==> config.mk <==
export PLATFORM = sky130hd
export DESIGN_NAME = crb_locality_arbiter
export DESIGN_NICKNAME = d
export VERILOG_FILES = /design/src/rtl/crb_locality_arbiter_pkg.sv /design/src/rtl/crb_rr_pick.sv /design/src/rtl/crb_locality_arbiter.sv
export SDC_FILE = /design/constraint.sdc
export NUM_CORES = 1
export LEC_CHECK = 0
export BUFFER_PORTS_ARGS = -buffer_cell sky130_fd_sc_hd__buf_2
export CAP_MARGIN = 20
export CORE_AREA = 2 2 170 172
export DETAILED_ROUTE_END_ITERATION = 12
export DIE_AREA = 0 0 172 174
export PLACE_DENSITY = 0.62
export REMOVE_ABC_BUFFERS = 1
export SYNTH_ARGS = -nofsm -noshare
export SYNTH_HDL_FRONTEND = slang
export SYNTH_SLANG_ARGS = --single-unit
==> constraint.sdc <==
create_clock -name clock -period 7.5 [get_ports clock]
set_input_delay 1.875 -clock clock [delete_from_list [all_inputs] [get_ports clock]]
set_output_delay 1.875 -clock clock [all_outputs]
set_load 0.02 [all_outputs]
==> src/rtl/crb_locality_arbiter_pkg.sv <==
// Shared definitions for the CRB locality arbiter.
//   state_t  : arbiter FSM state encoding
//   LOC_NONE : active_locality value when no locality owns the CRB
package crb_locality_arbiter_pkg;

    typedef enum logic [2:0] {
        IDLE  = 3'd0,
        GRANT = 3'd1,
        OWNED = 3'd2,
        SEND  = 3'd3,
        BUSY  = 3'd4,
        DRAIN = 3'd5
    } state_t;

    localparam logic [7:0] LOC_NONE = 8'hFF;

endpackage

==> src/rtl/crb_rr_pick.sv <==
// Combinational round-robin picker.
//   req     : request vector, one bit per requester
//   rr_last : index of the most recently served requester
//   valid   : at least one request is pending
//   idx     : first requester found scanning rr_last+1, rr_last+2, ... (mod N)
module crb_rr_pick #(
    parameter int N = 5
) (
    input  logic [N-1:0] req,
    input  logic [7:0]   rr_last,
    output logic         valid,
    output logic [7:0]   idx
);

    int           pos;
    logic [N-1:0] sh;

    always_comb begin
        valid = 1'b0;
        idx   = 8'd0;
        pos   = 0;
        sh    = '0;
        // k = N lands back on rr_last itself, so it is considered last
        for (int k = 1; k <= N; k++) begin
            pos = (int'(rr_last) + k) % N;
            sh  = req >> pos;
            if (!valid && sh[0]) begin
                valid = 1'b1;
                idx   = 8'(pos);
            end
        end
    end

endmodule

==> src/rtl/crb_locality_arbiter.sv <==
// Arbitrates the single CRB command/response datapath between TPM localities.
//   clock, reset     : system clock, async active-high reset
//   req_access       : per-locality level request for ownership
//   relinquish       : per-locality pulse, owner gives up the CRB
//   start / cancel   : per-locality pulses, launch / abort the owner's command
//   rsp_done         : CRB engine pulse, response complete
//   loc_granted      : one-hot owner, active_locality : owner index (FF = none)
//   crb_cmd_send / crb_cmd_abort : pulses to the CRB engine
//   busy             : a command is outstanding
//   rsp_ready        : pulse to owner on normal completion
//   timeout_err      : pulse on watchdog expiry
module crb_locality_arbiter
    import crb_locality_arbiter_pkg::*;
#(
    parameter int NUM_LOC = 5,
    parameter int TIMEOUT = 4096,
    parameter int TW      = 13
) (
    input  logic               clock,
    input  logic               reset,
    input  logic [NUM_LOC-1:0] req_access,
    input  logic [NUM_LOC-1:0] relinquish,
    input  logic [NUM_LOC-1:0] start,
    input  logic [NUM_LOC-1:0] cancel,
    input  logic               rsp_done,
    output logic [NUM_LOC-1:0] loc_granted,
    output logic [7:0]         active_locality,
    output logic               crb_cmd_send,
    output logic               crb_cmd_abort,
    output logic               busy,
    output logic [NUM_LOC-1:0] rsp_ready,
    output logic               timeout_err
);

    state_t             state;
    logic [7:0]         owner;
    logic [7:0]         rr_last;
    logic [TW-1:0]      wd;
    logic               rel_pend;
    logic               pick_valid;
    logic [7:0]         pick_idx;
    logic [NUM_LOC-1:0] own_mask;
    logic               rel_hit, start_hit, cancel_hit, wd_exp;

    crb_rr_pick #(.N(NUM_LOC)) u_pick (
        .req     (req_access),
        .rr_last (rr_last),
        .valid   (pick_valid),
        .idx     (pick_idx)
    );

    // Only the owner's control pulses are honoured; everyone else is masked.
    assign own_mask   = NUM_LOC'(1) << owner;
    assign rel_hit    = |(relinquish & own_mask);
    assign start_hit  = |(start & own_mask);
    assign cancel_hit = |(cancel & own_mask);
    assign wd_exp     = (wd == TW'(TIMEOUT - 1));

    always_ff @(posedge clock or posedge reset) begin
        if (reset) begin
            state           <= IDLE;
            owner           <= 8'd0;
            rr_last         <= 8'(NUM_LOC - 1);
            wd              <= '0;
            rel_pend        <= 1'b0;
            loc_granted     <= '0;
            active_locality <= LOC_NONE;
            crb_cmd_send    <= 1'b0;
            crb_cmd_abort   <= 1'b0;
            busy            <= 1'b0;
            rsp_ready       <= '0;
            timeout_err     <= 1'b0;
        end else begin
            crb_cmd_send  <= 1'b0;
            crb_cmd_abort <= 1'b0;
            rsp_ready     <= '0;
            timeout_err   <= 1'b0;

            // Saturating watchdog, running only while a command is outstanding
            if ((state == BUSY || state == DRAIN) && wd != '1)
                wd <= wd + TW'(1);

            // A relinquish while a command is in flight is remembered and
            // applied once the datapath is back in OWNED.
            if ((state == SEND || state == BUSY || state == DRAIN) && rel_hit)
                rel_pend <= 1'b1;

            case (state)
                IDLE: begin
                    if (pick_valid) begin
                        owner <= pick_idx;
                        state <= GRANT;
                    end
                end
                GRANT: begin
                    loc_granted     <= own_mask;
                    active_locality <= owner;
                    state           <= OWNED;
                end
                OWNED: begin
                    if (rel_hit || rel_pend) begin
                        loc_granted     <= '0;
                        active_locality <= LOC_NONE;
                        rr_last         <= owner;
                        rel_pend        <= 1'b0;
                        state           <= IDLE;
                    end else if (start_hit) begin
                        state <= SEND;
                    end
                end
                SEND: begin
                    crb_cmd_send <= 1'b1;
                    busy         <= 1'b1;
                    wd           <= '0;
                    state        <= BUSY;
                end
                BUSY: begin
                    if (rsp_done) begin
                        rsp_ready <= own_mask;
                        busy      <= 1'b0;
                        state     <= OWNED;
                    end else if (cancel_hit) begin
                        crb_cmd_abort <= 1'b1;
                        wd            <= '0;
                        state         <= DRAIN;
                    end else if (wd_exp) begin
                        crb_cmd_abort <= 1'b1;
                        timeout_err   <= 1'b1;
                        wd            <= '0;
                        state         <= DRAIN;
                    end
                end
                DRAIN: begin
                    // Give the engine one more watchdog period to settle
                    if (rsp_done || wd_exp) begin
                        busy  <= 1'b0;
                        state <= OWNED;
                    end
                end
                default: state <= IDLE;
            endcase
        end
    end

endmodule

==> results of run 1 <==
[through the flow]
step                area (sq um)  hold slack, ns  worst slack (ns)
global route               12500           0.543           -0.0588
detailed placement         11900           0.492            -0.111
floorplan                  10500           0.477             -1.08
global placement           11900           0.481             0.180
finish                     12500           0.504             0.299
CTS                        12100           0.511            0.0194
[logic make-up (layout without fill, tap and decap cells)]
| kind of cell | count (synthesis) | in the layout | share of synthesized area, % |
|---|---|---|---|
| AND/OR/NAND/NOR | 630 | 630 | 29.1 |
| AO/OA/AOI/OAI | 541 | 541 | 37.4 |
| buffers and inverters | 139 | 194 | 6.68 |
| XOR/XNOR | 63 | 63 | 6.15 |
| flip-flops | 55 | 55 | 12.5 |
| adder cells (fa/ha/maj) | 39 | 39 | 4.36 |
| multiplexers | 37 | 37 | 3.79 |
[layer usage]
metal / GRT usage, % / up-vias / part of all wire [%]
met3: 2.62 / 81 / 6.0
li1: - / 5895 / -
met4: 7.32 / 0 / 2.6
met5: 0 / - / 0
met2: 40.0 / 504 / 47
met1: 32.9 / 5911 / 44
[repair_timing]
item / CTS / global route
gates resized for setup: 6 / 65
pin swaps: 3 / 18
hold endpoints to repair: 0 / 0
setup endpoints to repair: 8 / 10
buffers inserted: 2 / 10
[flip-flops by register name, summed over array words and instances, names as in the netlist]
name,flops
rr_last,8
busy,1
loc_granted,5
crb_cmd_abort,1
wd,13
state,3
crb_cmd_send,1
active_locality,8
timeout_err,1
rsp_ready,5
rel_pend,1
owner,8
[cells in the final DEF, fill, tap and decap left out, drive strengths merged, types with 23 or more instances in the layout]
cell type | Yosys | routed
a21oi | 102 | 102
o21ai | 94 | 94
nor3 | 65 | 65
or2 | 23 | 23
inv | 34 | 35
nor2 | 149 | 149
nand3 | 68 | 68
nand4 | 26 | 26
xnor2 | 47 | 47
a31oi | 39 | 39
ha | 37 | 37
mux2i | 24 | 24
buf | 58 | 149
nand2 | 164 | 164
dfrtp | 46 | 46
o211ai | 27 | 27
[worst register-to-register path: cells and delay by family, from the launching register on]
kind | cells | cell delay (ns)
AO/OA/AOI/OAI | 13 | 3.47
AND/OR/NAND/NOR | 6 | 1.56
adder cells (fa/ha/maj) | 3 | 0.73
buffers and inverters | 4 | 0.68
flip-flops | 1 | 0.42
XOR/XNOR | 1 | 0.23
[cell type report]
type	instances	share of cell area, %
multi-input combinational	1310	74.2
sequential	55	11.1
timing repair buffer	149	8.47
tap	384	3.85
inverter	37	1.11
clock buffer	5	1.00
clock inverter	3	0.220
[path summary, 6_finish.rpt]
kind / start / end / slack [ns]
min in group asynchronous: reset / loc_granted[4]$_DFFE_PP0P_ / 1.79
max in group asynchronous: reset / rr_last[4]$_DFFE_PP0P_ / 5.15
min: loc_granted[0]$_DFFE_PP0P_ / loc_granted[0]$_DFFE_PP0P_ / 0.50
min reg2reg: loc_granted[0]$_DFFE_PP0P_ / loc_granted[0]$_DFFE_PP0P_ / 0.50
max reg2reg: rr_last[1]$_DFFE_PP0P_ / owner[0]$_DFFE_PP0P_ / 0.30
max: rr_last[1]$_DFFE_PP0P_ / owner[0]$_DFFE_PP0P_ / 0.30
==> reports/results.tsv, run 1 <==
metric	value	unit
via count	12400	
Diodes inserted	0	
predominant post-synthesis flop cell	dfrtp_1	
Clock Pin Slew Worst Setup and Hold Paths	0.08	ns
Ports	45	
Worst EP arrival	7.41	ns
Core Footprint	28200	sq um
dominant cells by area after synthesis	dfrtp_1 (10%), nand2_1 (5.4%), nor2_1 (4.9%), a21oi_1 (4.4%), ha_1 (4.2%)	
fraction of layout instances using a drive strength above 1	21.8	%
minimum clock period	7.20	ns
DRT antenna net count	0	
Clock Sinks	55	
largest net degree at the start of global routing	56	
post-placement cell count	1923	
CP max stage delay	0.58	ns
# DRC	0	
Final Net Count	1618	
final setup violation count	0	
slew margin rel.	28.3	%
latest clock arrival within the worst-skew pair	0.31	ns
Max Clock Freq	0.139	GHz
Die Ht	174	microns
H-Tree Depth	2	
total congestion overflow	0	
Mapped Cells	1504	
ys async rst share	100	%
final worst-path cycle share	96.0	%
Worst setup EP type	flip-flop	
Crit Path Category	flip-flop to flip-flop	
drt total wl	37100	microns
Routed wire per std cell	19.1	microns
initial antenna violation count	0	
post-DP HPWL	27600	microns
CTS buffer count	5	
non-filler cells in the finished layout	1943	
Buf+Inv Stages, Crit Path	4	
die area	29900	sq um
Yosys reg bits	55	
CTS tree	built	
hold crit path type	flip-flop to flip-flop	
area of the multi-input gates	9260	sq um
Seq. cell area	1390	sq um
gpl congestion	0.946	
syn_area_per_cell	7.38	sq um
post-synth top area cell	dfrtp_1	
Setup Total Neg Slack	0	ns
initial core utilization	39.3	%
Hold Path Depth	2	
drt pass-1 iters	6	
drt initial violations	1220	
Levels on crit path	27	
most frequent cells after synthesis	nand2_1 (159), nor2_1 (146), a21oi_1 (98), o21ai_0 (79), nand3_1 (63)	
Cell Rows	62	
R2R depth	27	
Layout Area Growth over Synthesis	12.4	%
synth warn	0	
vias in the first global route	11700	
most frequent CP cell	ha_1	
vias per cell	6.38	
Final Hold Fails	0	
fin. max-slew vios	0	
Root Driver	clkbuf_16	
global-route usage over all layers	24.2	%
Crit Path Max Fanout	11	
top-count cell post-synth	nand2_1	
Crit-path slowest cell	a2111oi_0	
CP Launch Type	flip-flop	
status	finished clean	
EDFF count, synth	0	
Crit path required time	7.71	ns
sequential area share after synthesis	12.5	%
count of buffers from port buffering	44	
worst slew pin tran	1.07	ns
Largest delay share family, worst path	compound AO/OA/AOI/OAI gates	
Cell Area, Synth	11100	sq um
# fillers	2922	
share of the core filled with cells	44.2	%
maximum root-to-sink buffer count	2	
clk_skew	0.0123	ns
hold-fix buffers at CTS	0	
maxcap violations	0	
first-pass GRT wire length	60200	microns
number of distinct library cells after synthesis	144	
Synth top area share	10.4	%
Chip Width	172	microns
Power of run 1 is left out: the tool's default activity adds up to more than one toggle a clock period on the data nets, which glitch-free logic cannot reach.
==> inputs of run 2 (changes only) <==
--- a/config.mk
+++ b/config.mk
@@ -11,7 +11,6 @@
 export DETAILED_ROUTE_END_ITERATION = 12
 export DIE_AREA = 0 0 172 174
 export PLACE_DENSITY = 0.62
-export REMOVE_ABC_BUFFERS = 1
 export SYNTH_ARGS = -nofsm -noshare
 export SYNTH_HDL_FRONTEND = slang
 export SYNTH_SLANG_ARGS = --single-unit
==> run 2 against run 1 <==
Via count fell by 0.46%. Register-to-register slack gained 0.04 ns. Cell count fell by 0.26%. Critical endpoint is now owner[2]$_DFFE_PP0P_. Clock skew decreased by 0.0083 ns. Clock-buffer cell count grew 2. Non-clock buffer count down 5. Wire length is 2.9% lower. Sequential share of layout area increased by 0.12 points. Die area stayed put. Utilization shrank 0.55 points. Fmax increased by 0.57%. Flip-flop and latch count stayed put.
==> reports/results.tsv, run 2 (synthesis results as in run 1) <==
metric	value	unit	change
# DRC	0		unchanged
share of the core filled with cells	43.7	%	was 44.2%
maxcap violations	0		unchanged
Cell Rows	62		unchanged
Clock Pin Slew Worst Setup and Hold Paths	0.07	ns	was 0.08 ns
setup ws final	0.340	ns	was 0.299 ns
Final Hold Fails	0		unchanged
Core Footprint	28200	sq um	unchanged
die area	29900	sq um	unchanged
latest clock arrival within the worst-skew pair	0.29	ns	was 0.31 ns
DRT antenna net count	0		unchanged
worst slew pin tran	1.09	ns	was 1.07 ns
Biggest register	wd		unchanged
drt pass-1 iters	6		unchanged
slew margin rel.	27.3	%	was 28.3%
Crit Path Max Fanout	13		was 11
max FFs per register	13		unchanged
Worst setup EP type	flip-flop		unchanged
post-DP HPWL	27000	microns	was 27,600 microns
Diodes inserted	0		unchanged
hold-fix buffers at CTS	0		unchanged
Layout Area Growth over Synthesis	11.0	%	was 12.4%
Worst EP arrival	7.38	ns	was 7.41 ns
drt total wl	36000	microns	was 37,100 microns
status	finished clean		unchanged
Chip Width	172	microns	unchanged
Max Clock Freq	0.140	GHz	was 0.139 GHz
clk_skew	0.00394	ns	was 0.0123 ns
first-pass GRT wire length	58500	microns	was 60,200 microns
Routed wire per std cell	18.6	microns	was 19.1 microns
Largest delay share family, worst path	compound AO/OA/AOI/OAI gates		unchanged
maximum root-to-sink buffer count	2		unchanged
Die Ht	174	microns	unchanged
initial core utilization	39.3	%	unchanged
total congestion overflow	0		unchanged
Crit-path slowest cell	dfstp_2		was a2111oi_0
fraction of layout instances using a drive strength above 1	20.8	%	was 21.8%
final worst-path cycle share	95.5	%	was 96.0%
count of buffers from port buffering	44		unchanged
via count	12300		was 12,400
Buf+Inv Stages, Crit Path	3		was 4
most frequent cells in the layout	nand2_1 (158), nor2_1 (144), buf_4 (97), a21oi_1 (94), o21ai_0 (76)		was nand2_1 (157), nor2_1 (143), buf_4 (99), a21oi_1 (93), o21ai_0 (77)
CTS buffer count	5		unchanged
initial antenna violation count	0		unchanged
CP Launch Type	flip-flop		unchanged
final setup violation count	0		unchanged
Clock Sinks	55		unchanged
global-route usage over all layers	23.3	%	was 24.2%
non-filler cells in the finished layout	1938		was 1,943
Final Net Count	1613		was 1,618
Crit Path Category	flip-flop to flip-flop		unchanged
CP max stage delay	0.59	ns	was 0.58 ns
minimum clock period	7.16	ns	was 7.20 ns
Ports	45		unchanged
vias per cell	6.36		was 6.38
CTS tree	built		unchanged
most common cell after layout, fill and taps aside	nand2_1		unchanged
Mapped Nets	1564		
hold crit path type	flip-flop to flip-flop		unchanged
H-Tree Depth	2		unchanged
vias in the first global route	11600		was 11,700
Crit path required time	7.72	ns	was 7.71 ns
post-placement cell count	1920		was 1,923
gpl congestion	0.958		was 0.946
drt initial violations	1562		was 1,220
Root Driver	clkbuf_16		unchanged
Setup WS pre-CTS	-0.0388	ns	was -0.111 ns
largest net degree at the start of global routing	56		unchanged
fin. max-slew vios	0		unchanged
Setup Total Neg Slack	0	ns	unchanged
## run 2: worst register-to-register path: cells and delay by family (launching register included)
kind	cells	cell delay, ns
XOR/XNOR	1	0.19
adder cells (fa/ha/maj)	3	0.77
buffers and inverters	3	0.51
flip-flops	1	0.59
multiplexers	2	0.51
AO/OA/AOI/OAI	14	2.88
AND/OR/NAND/NOR	6	1.65
## run 2: what timing repair did
item,4_1_cts,5_1_grt
setup endpoints to repair,8,10
buffers inserted,1,8
pin swaps,1,15
gates resized for setup,0,54
endpoints found under the hold margin,0,0
## run 2: stage by stage
stage | instance area, sq um | hold WS, ns
floorplan | 11100 | 0.477
global placement | 11900 | 0.480
detailed placement | 11900 | 0.491
CTS | 12000 | 0.514
global route | 12300 | 0.535
finish | 12300 | 0.511
## run 2: layer usage
layer / global-route usage [%] / vias up / wire (microns)
met5: 0 / - / 0
met4: 6.65 / 0 / 871
met3: 1.82 / 77 / 2390
met2: 39.0 / 535 / 16900
met1: 31.8 / 5858 / 15900
li1: - / 5864 / -
## run 2: final timing paths
| kind | slack, ns | from | to | depth (start not counted) |
|---|---|---|---|---|
| worst max-delay path | 0.34 | rr_last[2]$_DFFE_PP1P_ | owner[2]$_DFFE_PP0P_ | 29 |
| worst min-delay path | 0.51 | loc_granted[2]$_DFFE_PP0P_ | loc_granted[2]$_DFFE_PP0P_ | 2 |
| worst max register to register | 0.34 | rr_last[2]$_DFFE_PP1P_ | owner[2]$_DFFE_PP0P_ | 29 |
| worst min register to register | 0.51 | loc_granted[2]$_DFFE_PP0P_ | loc_granted[2]$_DFFE_PP0P_ | 2 |
| max in group asynchronous | 5.22 | reset | rr_last[4]$_DFFE_PP0P_ | 3 |
| min in group asynchronous | 1.76 | reset | wd[0]$_DFF_PP0_ | 3 |
## run 2: final cells by class
| type | instances | area, sq um |
|---|---|---|
| clock inverter | 1 | 5.00 |
| clock buffer | 7 | 133 |
| fill | 2907 | 15900 |
| sequential | 55 | 1390 |
| inverter | 37 | 139 |
| multi-input combinational | 1310 | 9190 |
| timing repair buffer | 144 | 995 |
| tap | 384 | 480 |
Power of run 2 is left out for the same reason.
